`src/rtl/e203_ifu_halt_flush_resp_pkg.sv`:
```
// Shared types for the IFU halt/flush responder: state encodings and default sizes.
package e203_ifu_halt_flush_resp_pkg;

  localparam int E203_PC_SIZE = 32;
  localparam int E203_IFU_OUTS_MAX = 2;

  typedef enum logic [1:0] {
    E203_IFU_HFR_RUN         = 2'd0,
    E203_IFU_HFR_FLUSH_DRAIN = 2'd1,
    E203_IFU_HFR_HALT_DRAIN  = 2'd2,
    E203_IFU_HFR_HALTED      = 2'd3
  } hfr_state_e;

endpackage

```
`src/rtl/e203_ifu_outs_cnt.sv`:
```
// Outstanding-fetch counter: saturating up/down, flags a response arriving with nothing outstanding.
module e203_ifu_outs_cnt #(
  parameter int OUTS_MAX = 2,
  parameter int CNT_W    = $clog2(OUTS_MAX + 1)
) (
  input  logic             clk,
  input  logic             rst,
  input  logic             inc,
  input  logic             dec,
  output logic [CNT_W-1:0] cnt,
  output logic             err
);

  logic [CNT_W-1:0] cnt_reg;
  logic             at_max;
  logic             at_zero;

  assign at_max  = (cnt_reg >= CNT_W'(OUTS_MAX));
  assign at_zero = (cnt_reg == '0);

  always_ff @(posedge clk) begin
    if (rst) begin
      cnt_reg <= '0;
    end else if (inc && !dec && !at_max) begin
      cnt_reg <= cnt_reg + CNT_W'(1);
    end else if (dec && !inc && !at_zero) begin
      cnt_reg <= cnt_reg - CNT_W'(1);
    end
  end

  assign cnt = cnt_reg;
  assign err = dec & at_zero & ~rst;

endmodule

```
`src/rtl/e203_ifu_halt_flush_resp.sv`:
```
// IFU responder for flush/halt requests: gates fetch issue, drains outstanding fetches,
// then acknowledges and (for flush) emits the redirect PC.
module e203_ifu_halt_flush_resp
  import e203_ifu_halt_flush_resp_pkg::*;
#(
  parameter int   PC_SIZE  = E203_PC_SIZE,
  parameter int   OUTS_MAX = E203_IFU_OUTS_MAX,
  localparam int  CNT_W    = $clog2(OUTS_MAX + 1)
) (
  input  logic               clk,
  input  logic               rst,
  input  logic               pipe_flush_req,
  input  logic [PC_SIZE-1:0] pipe_flush_add_op1,
  input  logic [PC_SIZE-1:0] pipe_flush_add_op2,
  output logic               pipe_flush_ack,
  input  logic               ifu_halt_req,
  output logic               ifu_halt_ack,
  input  logic               fetch_req_valid,
  input  logic               fetch_req_ready,
  output logic               fetch_issue_allow,
  input  logic               fetch_rsp_valid,
  output logic               fetch_rsp_discard,
  output logic               redirect_vld,
  output logic [PC_SIZE-1:0] redirect_pc,
  output logic [CNT_W-1:0]   outs_cnt,
  output logic               rsp_err
);

  hfr_state_e       state_reg, state_next;
  logic             discard_reg, discard_next;
  logic [CNT_W-1:0] cnt;
  logic             cnt_err;
  logic             cnt_zero;
  logic             allow;
  logic             issue_hs;
  logic             flush_done;
  logic [PC_SIZE-1:0] flush_sum;

  e203_ifu_outs_cnt #(
    .OUTS_MAX (OUTS_MAX),
    .CNT_W    (CNT_W)
  ) u_outs_cnt (
    .clk (clk),
    .rst (rst),
    .inc (issue_hs),
    .dec (fetch_rsp_valid),
    .cnt (cnt),
    .err (cnt_err)
  );

  assign cnt_zero = (cnt == '0);

  // A response in the same cycle frees a slot, so a full counter can still accept an issue.
  assign allow = (state_reg == E203_IFU_HFR_RUN) & ~pipe_flush_req & ~ifu_halt_req &
                 ((cnt < CNT_W'(OUTS_MAX)) | fetch_rsp_valid);
  assign issue_hs = fetch_req_valid & fetch_req_ready & allow & ~rst;

  assign flush_done = (state_reg == E203_IFU_HFR_FLUSH_DRAIN) & cnt_zero;
  assign flush_sum  = pipe_flush_add_op1 + pipe_flush_add_op2;

  always_ff @(posedge clk) begin
    if (rst) begin
      state_reg   <= E203_IFU_HFR_RUN;
      discard_reg <= 1'b0;
    end else begin
      state_reg   <= state_next;
      discard_reg <= discard_next;
    end
  end

  always_comb begin
    state_next   = state_reg;
    discard_next = discard_reg;
    case (state_reg)
      E203_IFU_HFR_RUN: begin
        if (pipe_flush_req) begin
          state_next   = E203_IFU_HFR_FLUSH_DRAIN;
          discard_next = ~cnt_zero;
        end else if (ifu_halt_req) begin
          state_next = E203_IFU_HFR_HALT_DRAIN;
        end
      end
      E203_IFU_HFR_FLUSH_DRAIN: begin
        if (cnt_zero) begin
          discard_next = 1'b0;
          state_next   = ifu_halt_req ? E203_IFU_HFR_HALT_DRAIN : E203_IFU_HFR_RUN;
        end
      end
      E203_IFU_HFR_HALT_DRAIN: begin
        if (pipe_flush_req) begin
          state_next   = E203_IFU_HFR_FLUSH_DRAIN;
          discard_next = ~cnt_zero;
        end else if (!ifu_halt_req) begin
          state_next = E203_IFU_HFR_RUN;
        end else if (cnt_zero) begin
          state_next = E203_IFU_HFR_HALTED;
        end
      end
      E203_IFU_HFR_HALTED: begin
        if (pipe_flush_req) begin
          state_next = E203_IFU_HFR_FLUSH_DRAIN;
        end else if (!ifu_halt_req) begin
          state_next = E203_IFU_HFR_RUN;
        end
      end
      default: begin
        state_next   = E203_IFU_HFR_RUN;
        discard_next = 1'b0;
      end
    endcase
  end

  // Reset is synchronous, so every output is masked during the reset cycle itself.
  assign pipe_flush_ack    = flush_done & ~rst;
  assign redirect_vld      = flush_done & ~rst;
  assign redirect_pc       = (flush_done & ~rst) ? {flush_sum[PC_SIZE-1:1], 1'b0} : '0;
  assign ifu_halt_ack      = (state_reg == E203_IFU_HFR_HALTED) & ~rst;
  assign fetch_issue_allow = allow & ~rst;
  assign fetch_rsp_discard = fetch_rsp_valid & discard_reg & ~rst;
  assign outs_cnt          = rst ? '0 : cnt;
  assign rsp_err           = cnt_err;

endmodule
```
`config.mk`:
```
export PLATFORM = sky130hd
export DESIGN_NAME = e203_ifu_halt_flush_resp
export DESIGN_NICKNAME = d
export VERILOG_FILES = /design/src/rtl/e203_ifu_halt_flush_resp_pkg.sv /design/src/rtl/e203_ifu_outs_cnt.sv /design/src/rtl/e203_ifu_halt_flush_resp.sv
export SDC_FILE = /design/constraint.sdc
export NUM_CORES = 1
export LEC_CHECK = 0
export BUFFER_PORTS_ARGS = -buffer_cell sky130_fd_sc_hd__buf_2
export CAP_MARGIN = 5
export CORE_MARGIN = 8
export CORE_UTILIZATION = 42
export DETAILED_ROUTE_END_ITERATION = 6
export PLACE_DENSITY_LB_ADDON = 0.1
export SLEW_MARGIN = 20
export SYNTH_ARGS = -nofsm -noshare
export SYNTH_HDL_FRONTEND = slang
export SYNTH_SLANG_ARGS = --single-unit
```
`constraint.sdc`:
```
create_clock -name clk -period 5.29 [get_ports clk]
set_input_delay 1.587 -clock clk [delete_from_list [all_inputs] [get_ports clk]]
set_output_delay 1.587 -clock clk [all_outputs]
set_load 0.005 [all_outputs]
```
==> key figures, run 1 <==
Timing
  – Endpoints failing hold: 0
  – Clock Skew: 0.00230 ns
  – Count of final setup violators: 0
  – Final TNS setup: 0 ns
  – Fin crit share: 0.992
  – Slew Limit Fails: 0
  – Final min period: 5.25 ns
  – Peak Freq: 191 MHz
  – RSZ-0062 raised after global routing: yes
  – Final worst slack: 0.0410 ns

Floorplanning
  – Die W: 89.7 µm
  – Starting Density: 0.425
  – Die Height: 89.7 µm
  – Core area: 0.00537 mm²
  – Num rows: 27
  – Num ports: 111
  – Die area: 0.00805 mm²

Placement
  – Final GP Congestion: 0.886
  – Pre-CTS setup slack: -0.0562 ns
  – Placed Area: 0.00296 mm²
  – Port Buf Inserts: 109
  – HPWL Detailed: 6.24 mm

Logic synthesis
  – Synth warn: 0
  – Sequential area share after synthesis: 0.0438
  – Mean Syn Cell Area: 6.78 µm²
  – Post-Syn Instances: 337
  – Main synth FF type: dfxtp_1
  – Syn Nets: 439
  – Syn Std Cell Area: 0.00228 mm²
  – Synth cell types: 57
  – Post-synth EDFFs: 0
  – #FFs+latches synth: 5
  – Asr flop ratio synth: 0

GRT
  – Initial antenna violation count: 0
  – Remaining global-route overflow: 0
  – GRT Total Usage: 0.176
  – Vias in the first global route: 2836
  – Largest net degree at the start of global routing: 30
  – Global-route wire length before repair: 12.6 mm

Run status
  – Status: complete, no violations

Power and ir drop
  – Logic pwr share: 0.744
  – Sequential group share of total power: 0.096
  – Internal: 0.243 mW
  – Power share of the clock group: 0.160
  – Power density over cell area: 134 mW/mm²
  – Net switching power: 0.190 mW
  – Power after layout: 0.433 mW
  – Static Leak: 1.63 nW
  – Sw Ratio: 0.439
  – Peak VDD IR: 0.140 mV

Clock network
  – Worst-Skew Late Latency: 0.22 ns
  – Post-CTS Hold Buffers: 0
  – Clk root buf: clkbuf_8
  – CTS Buf Count: 3
  – CTS tree: yes
  – Clk sink count: 5
  – Htree depth: 1
  – Clk slew on worst S/H paths: 0.04 ns
  – Maximum clock path buffer count: 2

Hold path
  – Min-Delay Path Class: flop to flop
  – Hold Crit Start: discard_reg
  – Hold depth: 2
  – Hold Path End: discard_reg

Drt
  – DR vias: 2877
  – Drt drc: 0
  – Post-Route WL: 7.62 mm
  – DR WL/cell: 14.4 µm
  – Detail-routed via count per cell: 5.43
  – Initial DRT Pass Iterations: 4
  – Detail Route Antenna Nets: 0
  – DRT iter0 DRCs: 120

Worst setup path
  – Max FO, Critical Path: 3
  – R2R Path Start: state_reg[0]
  – Crit. End Element: output port
  – Worst R2R End: u_outs_cnt.cnt[0]
  – R2r worst-path depth: 6
  – CP arrival: 3.66 ns
  – Req. time, crit path: 3.70 ns
  – CP startpoint: pipe_flush_add_op2[0]
  – Setup CP Type: input port to output port
  – Flop2flop setup slack: 3.52 ns
  – Worst setup SP type: input port

Cells and area
  – Layout cells sized above 1: 0.367
  – Filler cells: 533
  – Commonest non-fill, non-tap cell in the layout: buf_2
  – Most frequent cells in the layout: buf_2 (107), nor2_1 (49), a21oi_1 (30)
  – Final instance area: 0.00322 mm²
  – N_diodes: 0
  – Layout area overhead: 41.2%
  – Final net count: 561

Job
  – Max-cap viol count: 0
[how the worst max path moves through the flow]
stage,to,slack [ns],cells past startpoint
4_1_cts,redirect_pc[22],0.001,11
2_1_floorplan,redirect_pc[26],0.29,9
6_report,redirect_pc[26],0.04,11
5_1_grt,redirect_pc[22],-0.05,11
3_5_place_dp,redirect_pc[26],-0.06,11
3_3_place_gp,redirect_pc[26],-0.04,11
[synthesized netlist by cell type, types with 2 or more instances]
cell type   n  area share
o21a_1      7       0.023
clkbuf_1    6      0.0099
buf_6       2      0.0099
a21boi_0    3      0.0099
ha_1       30        0.16
a211o_1     4       0.015
a211oi_1    2      0.0066
o21ai_0    15       0.033
a21oi_2     2      0.0077
nand3_1    11       0.024
o21bai_1    2      0.0066
xnor2_1     7       0.027
or3_1       3      0.0082
nand2b_1    8       0.022
and2_1      2      0.0055
o31ai_1     2      0.0066
buf_4       2      0.0066
a41oi_1     2      0.0077
clkbuf_8    3       0.018
or2_2       2      0.0055
and3_1      6       0.016
a21o_1     18       0.059
nor2b_1     5       0.014
a31oi_1     4       0.011
dfxtp_1     5       0.044
inv_1       9       0.015
nor2_1     49       0.081
a21oi_1    37       0.081
nand4_1     5       0.014
nand2_1    29       0.048
xor2_1     15       0.058
nor3_1     13       0.028
nor3b_1     3      0.0099
[cells by family (layout without fill, tap and decap cells)]
kind of cell	count (synthesis)	count (layout)	synth area share
compound gates	113	113	0.338
xor+xnor	22	22	0.0844
fa+ha+maj	31	31	0.173
buf+inv	23	144	0.0614
flops	5	5	0.0438
mux	1	1	0.00438
other cells	1	1	0.00164
simple gates	141	141	0.293
[critical path: stages]
cell	delay (ns)
buf_8	0.08
nand2_4	0.05
fa_2	0.39
nand2b_4	0.16
a21o_4	0.24
a21oi_4	0.16
o41ai_4	0.12
or3_1	0.33
a31oi_2	0.23
mux2i_1	0.20
buf_2	0.13
[metal layers]
metal	wire length, µm	global-route usage
met3	456	0.0391
met4	10	0.0296
met2	3550	0.296
met5	0	0
met1	3600	0.223
[area by class of cell]
cell class | count | area (µm²) | area share
Multi-Input combinational cell | 309 | 2220 | 0.689
Timing Repair Buffer | 131 | 734 | 0.228
Inverter | 9 | 33.8 | 0.0105
Sequential cell | 5 | 100 | 0.0311
Tap cell | 72 | 90.1 | 0.0280
Clock buffer | 4 | 45.0 | 0.0140
[power by group through the flow]
stage / logic (mW) / clock network (mW) / registers, mW
2_1_floorplan: 0.200 / 0 / 0.0414
3_3_place_gp: 0.290 / 0 / 0.0418
6_report: 0.322 / 0.0694 / 0.0414
3_5_place_dp: 0.291 / 0 / 0.0420
5_1_grt: 0.357 / 0.0758 / 0.0420
4_1_cts: 0.299 / 0.0714 / 0.0414
[repair_timing]
item	4_1_cts	5_1_grt
resized for setup	10	29
setup endpoints to repair	3	14
pin swaps	10	14
setup buffers	2	1
endpoints found under the hold margin	0	0
[per-stage QoR]
stage                      util  hold WS, ns  cells
after floorplan               -        0.471    337
after global placement    0.550        0.492    523
after detailed placement  0.550        0.497    523
after CTS                 0.568        0.501    529
after global routing      0.600        0.523    530
final                     0.600        0.500    530
Power figures use the tool's default switching activity.
==> inputs of run 2 (changes only) <==
==> constraint.sdc (replaced) <==
create_clock -name clk -period 5 [get_ports clk]
set_input_delay 1.5 -clock clk [delete_from_list [all_inputs] [get_ports clk]]
set_output_delay 1.5 -clock clk [all_outputs]
set_load 0.005 [all_outputs]
==> key figures, run 2 (synthesized netlist as in run 1, its figures left out) <==
Cells and area
  – Layout area overhead: 53.5%
  – Commonest non-fill, non-tap cell in the layout: buf_2
  – Layout cells sized above 1: 0.432 (+0.0647)
  – Non-filler cells, final: 554 (+4.5%)
  – Most frequent cells in the layout: buf_2 (106), nor2_1 (48), buf_4 (45)
  – N_diodes: 0 (unchanged)
  – Finished Core Util: 0.652 (+0.0524)
  – Filler cells: 519 (-2.6%)
  – Final instance area: 0.00350 mm² (+8.7%)
  – Final net count: 585 (+4.3%)

Timing
  – Clock Skew: 0.00263 ns (+0.000331 ns)
  – RSZ-0062 raised after global routing: yes
  – Final worst slack: -0.0534 ns (-0.0944 ns)
  – Peak Freq: 198 MHz
  – Endpoints failing hold: 0 (unchanged)
  – Fin crit share: 1.01
  – Final min period: 5.05 ns
  – Slew Limit Fails: 0 (unchanged)
  – Count of final setup violators: 5 (+5)

Job
  – Max-cap viol count: 0 (unchanged)

Power and ir drop
  – Sw Ratio: 0.429 (-0.0104)
  – Peak VDD IR: 0.150 mV (+6.6%)
  – Logic pwr share: 0.760 (+0.016)
  – Power after layout: 0.500 mW (+15%)
  – Sequential group share of total power: 0.088 (-0.008)
  – Net switching power: 0.215 mW (+13%)
  – Internal: 0.286 mW (+18%)
  – Static Leak: 1.75 nW (+7.7%)
  – Power density over cell area: 143 mW/mm² (+6.2%)
  – Power share of the clock group: 0.152 (-0.008)

Placement
  – Placed Area: 0.00311 mm² (+5.1%)
  – Port Buf Inserts: 109 (unchanged)
  – Final GP Congestion: 0.841 (-5.1%)
  – Dpl cells: 543 (+3.8%)
  – HPWL Detailed: 6.45 mm (+3.4%)
  – Pre-CTS setup slack: -0.215 ns (-0.158 ns)

Drt
  – Post-Route WL: 8.26 mm (+8.4%)
  – DR WL/cell: 14.9 µm (+3.7%)
  – DR vias: 2953 (+2.6%)
  – DRT iter0 DRCs: 115 (-4.2%)
  – Detail-routed via count per cell: 5.33 (-1.8%)
  – Drt drc: 0 (unchanged)
  – Initial DRT Pass Iterations: 4 (unchanged)
  – Detail Route Antenna Nets: 0 (unchanged)

Worst setup path
  – Crit. End Element: output port
  – CP arrival: 3.55 ns (-0.11 ns)
  – Req. time, crit path: 3.50 ns (-0.20 ns)
  – Setup CP Type: input port to output port
  – Max FO, Critical Path: 6 (+3)
  – Worst setup SP type: input port

GRT
  – GRT Total Usage: 0.185 (+0.00907)
  – Largest net degree at the start of global routing: 30 (unchanged)
  – Remaining global-route overflow: 0 (unchanged)
  – Vias in the first global route: 3011 (+6.2%)
  – Global-route wire length before repair: 13.3 mm (+5.8%)
  – Initial antenna violation count: 0 (unchanged)

Floorplanning
  – Die area: 0.00805 mm² (unchanged)
  – Num ports: 111 (unchanged)
  – Core area: 0.00537 mm² (unchanged)
  – Die W: 89.7 µm (unchanged)
  – Num rows: 27 (unchanged)
  – Die Height: 89.7 µm (unchanged)
  – Starting Density: 0.425 (unchanged)

Run status
  – Failing checks: setup timing
  – Status: finished, violations left

Clock network
  – Maximum clock path buffer count: 2 (unchanged)
  – Clk slew on worst S/H paths: 0.04 ns (about the same)
  – Clk sink count: 5 (unchanged)
  – Worst-Skew Late Latency: 0.22 ns (about the same)
  – CTS tree: yes
  – Clk root buf: clkbuf_8
  – CTS Buf Count: 3 (unchanged)
  – Htree depth: 1 (unchanged)

Hold path
  – Min-Delay Path Class: flop to flop
run 2: cell type report:
class,instances,area (µm²),area share
sequential,5,100,0.0286
inverter,9,36.3,0.0104
clock buffer,4,45.0,0.0129
multi-input combinational,309,2310,0.659
timing repair buffer,155,925,0.264
tap,72,90.1,0.0257
run 2: power groups by stage:
stage	registers, mW	logic (mW)	clock network [mW]
6_report	0.0439	0.380	0.0760
3_5_place_dp	0.0444	0.329	0
5_1_grt	0.0442	0.419	0.0809
3_3_place_gp	0.0442	0.327	0
2_1_floorplan	0.0438	0.212	0
4_1_cts	0.0438	0.346	0.0769
run 2: critical path, cell delays in order:
cell	delay, ns
buf_2	0.11
buf_4	0.13
ha_4	0.26
nand4_1	0.11
a211o_1	0.39
a31oi_4	0.22
a221o_2	0.30
nand3_2	0.11
a211o_1	0.26
nand2_1	0.06
buf_2	0.10
run 2: worst paths after layout:
path | from | to | slack [ns] | depth (start not counted)
setup / recovery | pipe_flush_add_op1[1] | redirect_pc[31] | -0.05 | 11
hold / removal | discard_reg | discard_reg | 0.53 | 2
setup reg to reg | state_reg[0] | u_outs_cnt.cnt[0] | 3.20 | 6
hold reg to reg | discard_reg | discard_reg | 0.53 | 2
run 2: what timing repair did:
action	4_1_cts	5_1_grt
pin swaps	16	19
buffers inserted	2	5
hold buffers	0	0
setup endpoints to repair	12	16
gates resized for setup	17	41
run 2: routing by layer:
layer | vias up | global-route usage | wire length, µm
li1 | 1530 | - | -
met2 | 86 | 0.320 | 3900
met5 | - | 0 | 0
met3 | 9 | 0.0490 | 595
met4 | 0 | 0.0353 | 88
met1 | 1328 | 0.222 | 3680
run 2: per-stage QoR:
stage,hold WS [ns],TNS (ns)
floorplan,0.471,0
global placement,0.492,-0.788
detailed placement,0.505,-1.16
CTS,0.532,-0.392
global route,0.559,-1.44
finish,0.529,-0.185
